**config.mk**
```make
export PLATFORM = sky130hd
export DESIGN_NAME = fb_swap_controller
export DESIGN_NICKNAME = d
export VERILOG_FILES = /design/src/rtl/fb_swap_controller.sv
export SDC_FILE = /design/constraint.sdc
export NUM_CORES = 1
export LEC_CHECK = 0
export BUFFER_PORTS_ARGS = -buffer_cell sky130_fd_sc_hd__buf_4
export CORE_ASPECT_RATIO = 0.8
export CORE_MARGIN = 5
export CORE_UTILIZATION = 29
export CTS_CLUSTER_SIZE = 14
export DETAILED_ROUTE_END_ITERATION = 10
export PLACE_DENSITY = 0.67
export SETUP_SLACK_MARGIN = 0.3
export SLEW_MARGIN = 20
export SYNTH_ARGS = -nofsm -noshare
export SYNTH_HDL_FRONTEND = slang
export SYNTH_SLANG_ARGS = --single-unit
```
**constraint.sdc**
```tcl
create_clock -name clk -period 5.48 [get_ports clk]
set_clock_uncertainty 0.1 [all_clocks]
set_input_delay 0.822 -clock clk [delete_from_list [all_inputs] [get_ports clk]]
set_output_delay 0.822 -clock clk [all_outputs]
set_load 0.03 [all_outputs]
```
**src/rtl/fb_swap_controller.sv**
```systemverilog
// fb_swap_controller
//   Sequences a double-buffered framebuffer pair for the rasteriser. For each
//   frame it clears the back buffer, opens the back buffer write port to the
//   draw pipeline, waits for draw completion (and vsync when enabled), then
//   swaps front and back.
//
// Build option:
//   FB_CTRL_VSYNC_WAIT_EN  defined   : swap waits for the next vsync (tear-free)
//                          undefined : swap happens the cycle after draw_done,
//                                      vsync is ignored
//
// Ports:
//   clk, rst           system clock / synchronous active-high reset
//   frame_start, ready frame request handshake (accepted only in IDLE)
//   clear_value        clear word, captured on frame_start acceptance
//   draw_ready         draw pipeline may write (DRAW only)
//   draw_we/addr/data  draw write stream
//   draw_done          last write of frame issued (pulse)
//   vsync              vertical sync pulse, synchronous to clk
//   fb_clear[1:0]      per-buffer clear strobe
//   fb_clear_value     registered clear word
//   fb_we[1:0]         per-buffer write enable
//   fb_addr, fb_data   shared write address/data (pass-through)
//   front_sel          buffer currently displayed; back = ~front_sel
//   frame_done         one-cycle pulse during swap
//
// state      | meaning
// -----------+------------------------------------------------------
// S_IDLE     | waiting for frame_start; ready=1
// S_CLEAR    | back buffer clear strobe held for FB_SIZE cycles
// S_DRAW     | back buffer write port open to the draw pipeline
// S_WAIT_VS  | draw finished, waiting for a fresh vsync (option only)
// S_SWAP     | one cycle; frame_done=1, front_sel toggles at its end

module fb_swap_controller #(
    parameter int  FB_WIDTH   = 160,
    parameter int  FB_HEIGHT  = 120,
    parameter int  DATA_WIDTH = 4,
    localparam int FB_SIZE    = FB_WIDTH * FB_HEIGHT,
    localparam int ADDR_WIDTH = $clog2(FB_SIZE)
) (
    input  logic                  clk,
    input  logic                  rst,
    input  logic                  frame_start,
    output logic                  ready,
    input  logic [DATA_WIDTH-1:0] clear_value,
    output logic                  draw_ready,
    input  logic                  draw_we,
    input  logic [ADDR_WIDTH-1:0] draw_addr,
    input  logic [DATA_WIDTH-1:0] draw_data,
    input  logic                  draw_done,
    input  logic                  vsync,
    output logic [1:0]            fb_clear,
    output logic [DATA_WIDTH-1:0] fb_clear_value,
    output logic [1:0]            fb_we,
    output logic [ADDR_WIDTH-1:0] fb_addr,
    output logic [DATA_WIDTH-1:0] fb_data,
    output logic                  front_sel,
    output logic                  frame_done
);

    typedef enum logic [2:0] {
        S_IDLE    = 3'd0,
        S_CLEAR   = 3'd1,
        S_DRAW    = 3'd2,
`ifdef FB_CTRL_VSYNC_WAIT_EN
        S_WAIT_VS = 3'd3,
`endif
        S_SWAP    = 3'd4
    } state_t;

    state_t                state_q;
    state_t                state_d;
    logic [ADDR_WIDTH-1:0] clr_cnt_q;
    logic                  clr_last;
    logic                  back_sel;

`ifndef FB_CTRL_VSYNC_WAIT_EN
    logic unused_vsync;
    assign unused_vsync = vsync;
`endif

    assign clr_last = (clr_cnt_q == ADDR_WIDTH'(FB_SIZE - 1));
    assign back_sel = ~front_sel;
    assign fb_addr  = draw_addr;
    assign fb_data  = draw_data;

    // State register
    always_ff @(posedge clk) begin
        if (rst) begin
            state_q <= S_IDLE;
        end else begin
            state_q <= state_d;
        end
    end

    // Clear counter, clear word capture and front buffer select
    always_ff @(posedge clk) begin
        if (rst) begin
            clr_cnt_q      <= '0;
            fb_clear_value <= '0;
            front_sel      <= 1'b0;
        end else begin
            if (state_q == S_IDLE && frame_start) begin
                fb_clear_value <= clear_value;
            end
            if (state_q == S_CLEAR) begin
                clr_cnt_q <= clr_last ? '0 : clr_cnt_q + 1'b1;
            end
            if (state_q == S_SWAP) begin
                front_sel <= ~front_sel;
            end
        end
    end

    // Next-state logic
    always_comb begin
        state_d = state_q;
        case (state_q)
            S_IDLE:  if (frame_start) state_d = S_CLEAR;
            S_CLEAR: if (clr_last)    state_d = S_DRAW;
`ifdef FB_CTRL_VSYNC_WAIT_EN
            // A vsync coincident with draw_done is deliberately not taken.
            S_DRAW:    if (draw_done) state_d = S_WAIT_VS;
            S_WAIT_VS: if (vsync)     state_d = S_SWAP;
`else
            S_DRAW:  if (draw_done)   state_d = S_SWAP;
`endif
            S_SWAP:  state_d = S_IDLE;
            default: state_d = S_IDLE;
        endcase
    end

    // Outputs
    always_comb begin
        ready      = 1'b0;
        draw_ready = 1'b0;
        fb_clear   = 2'b00;
        fb_we      = 2'b00;
        frame_done = 1'b0;
        case (state_q)
            S_IDLE:  ready = 1'b1;
            S_CLEAR: fb_clear[back_sel] = 1'b1;
            S_DRAW: begin
                draw_ready      = 1'b1;
                fb_we[back_sel] = draw_we;
            end
            S_SWAP:  frame_done = 1'b1;
            default: ;
        endcase
    end

endmodule
```
==> reports/results.txt <==
status - finished clean
Final Critical Period - 2.48 ns
Cells after Synth - 139
vias per cell - 4.44
Die W - 81.7 um
Non-Filler Instances - 195
sequential element share of the synthesized area - 38.7%
synthesized cell area - 0.00119 sq mm
CP endpoint kind - output pin
Core Region - 0.00388 sq mm
Rel. slew slack - 61.4%
unrepaired setup endpoints after global routing - false
Syn Nets - 169
placed cells - 191
Max FO, Critical Path - 6
Pwr Total - 0.000309 W
gpl congestion - 0.779
# diodes - 0
Final nets - 171
first-pass GRT wire length - 3770 um
Slew @ Worst Pin - 0.577 ns
synth unique cells - 32
CP arrival - 1.56 ns
vias in the first global route - 829
Critical Path RT - 4.56 ns
share of flip-flops with an asynchronous set or reset - 0%
Starting Density - 30.7%
pin count of the biggest net entering global routing - 18
CP max stage delay - 0.51 ns
synthesized area per cell - 8.57 sq um
Worst-path clk slew - 0.08 ns
Util after Layout - 33.5%
WS Path Type - reg -> out
Slowest cell on crit path - nor3b_1
predominant post-synthesis flop cell - dfxtp_1
setup_tns - 0 ns
Fmax - 403 MHz
Tcrit/Tclk final - 45.3%
VDD IR max - 0.180 mV
Final Hold Fails - 0
final setup fails - 0
synthesized flop and latch total - 23
postcts setup bufs - 0
Final Max Slew Viols - 0
Post-synth EDFFs - 0
hold_ws - 0.382 ns
Root Buffer - clkbuf_8
later-pin clock latency in the skew report - 0.26 ns
cell chain of the critical path - nor3b_1 -> and3_1 -> buf_4
Row Count - 20
HP Class - reg -> reg
leading cell type in the layout, fill and taps excluded - dfxtp_1
Lkg Pwr - 0.461 nW
fill cell count - 409
post-cts sizing count - 0
I/O pin total - 60
TritonCTS clock tree - yes
grt total ovfl - 0
Final ANT Viol Nets - 0
TritonRoute pass-1 iters - 3
chip height - 67.3 um
CP startpoint kind - flip-flop
worst-case clock buffer depth - 2
CTS buffer count - 3
Avg WL per Cell - 11.1 um
max-cap violations - 0
share of post-route cells with drive strength above 1 - 17.9%
drt drc - 0
TritonCTS Sinks - 23
DRT iter0 DRCs - 35
Port Buffer Count - 20
gr usage total - 8.55%
CTS Hold Buffers Added - 0
most frequent cells in the layout - 23 x dfxtp_1, 20 x buf_4, 18 x nor2_1, 9 x nand2_1, 8 x xnor2_1
Die Area - 0.00550 sq mm
DP Wirelength - 1570 um
PD cells - 238 mW/mm^2
vias - 865
H-tree levels - 1
Layout area overhead - 8.93%
Routed WL - 2160 um
initial antenna violation count - 0
Syn. warnings - 0
final timing paths:
check                    start  cells after the start  slack [ns]       endpoint
setup / recovery    state_q[1]                      3        3.00       fb_we[0]
hold / removal    clr_cnt_q[1]                      2        0.38   clr_cnt_q[1]
hold reg to reg   clr_cnt_q[1]                      2        0.38   clr_cnt_q[1]
setup reg to reg    state_q[0]                      4        3.05  clr_cnt_q[14]
layer usage:
metal / GRT usage, % / vias to the layer above / share of wire (%)
met3: 3.73 / 0 / 6.5
met4: 1.04 / 0 / 0
li1: - / 467 / -
met2: 13.0 / 20 / 41
met5: 0 / - / 0
met1: 11.5 / 378 / 53
worst max-delay path, delay by kind of cell, from the launching register on:
| family | cells | cell delay [ns] |
|---|---|---|
| buffers and inverters | 1 | 0.15 |
| flip-flops | 1 | 0.41 |
| AND/OR/NAND/NOR | 2 | 0.74 |
cell families after synthesis:
group / share of synthesized area, %
compound gates: 6.62
fa+ha+maj: 1.05
buf+inv: 14.0
flops: 38.7
mux: 4.20
simple gates: 27.4
xor+xnor: 8.09
final cells by class:
type	instances	area [sq um]	share of cell area [%]
Inverter	2	7.51	0.579
Timing Repair Buffer	20	150	11.6
Multi-Input combinational cell	91	564	43.5
Sequential cell	23	460	35.5
Clock buffer	3	41.3	3.18
Clock inverter	1	5.00	0.386
Tap cell	55	68.8	5.30
registers in the layout, indices dropped and copies added (netlist names):
signal / count
front_sel: 1
state_q: 3
fb_clear_value: 4
clr_cnt_q: 15
through the flow:
step	area (sq um)	setup WS, ns
floorplan	1190	2.71
global placement	1250	3.06
detailed placement	1250	3.06
CTS	1300	2.97
global route	1300	2.79
finish	1300	3.00
cells in the mapped netlist, types with 4 or more instances:
cell	count	area share, %
nand4_1	4	2.1
a21oi_1	5	2.1
nor3_1	6	2.5
xnor2_1	8	5.9
nor3b_1	5	3.2
buf_4	19	12
nor4_1	5	2.6
mux2i_1	5	4.2
nand2_1	9	2.8
dfxtp_1	23	39
nand3_1	4	1.7
nor2_1	18	5.7
where the power goes:
part	internal, W	switching, W	total (W)
clock network	0.0000507	0.0000529	0.000104
registers	0.000171	0.00000279	0.000174
logic	0.0000134	0.0000187	0.0000321
No activity file was read; power rests on OpenSTA's default activity.
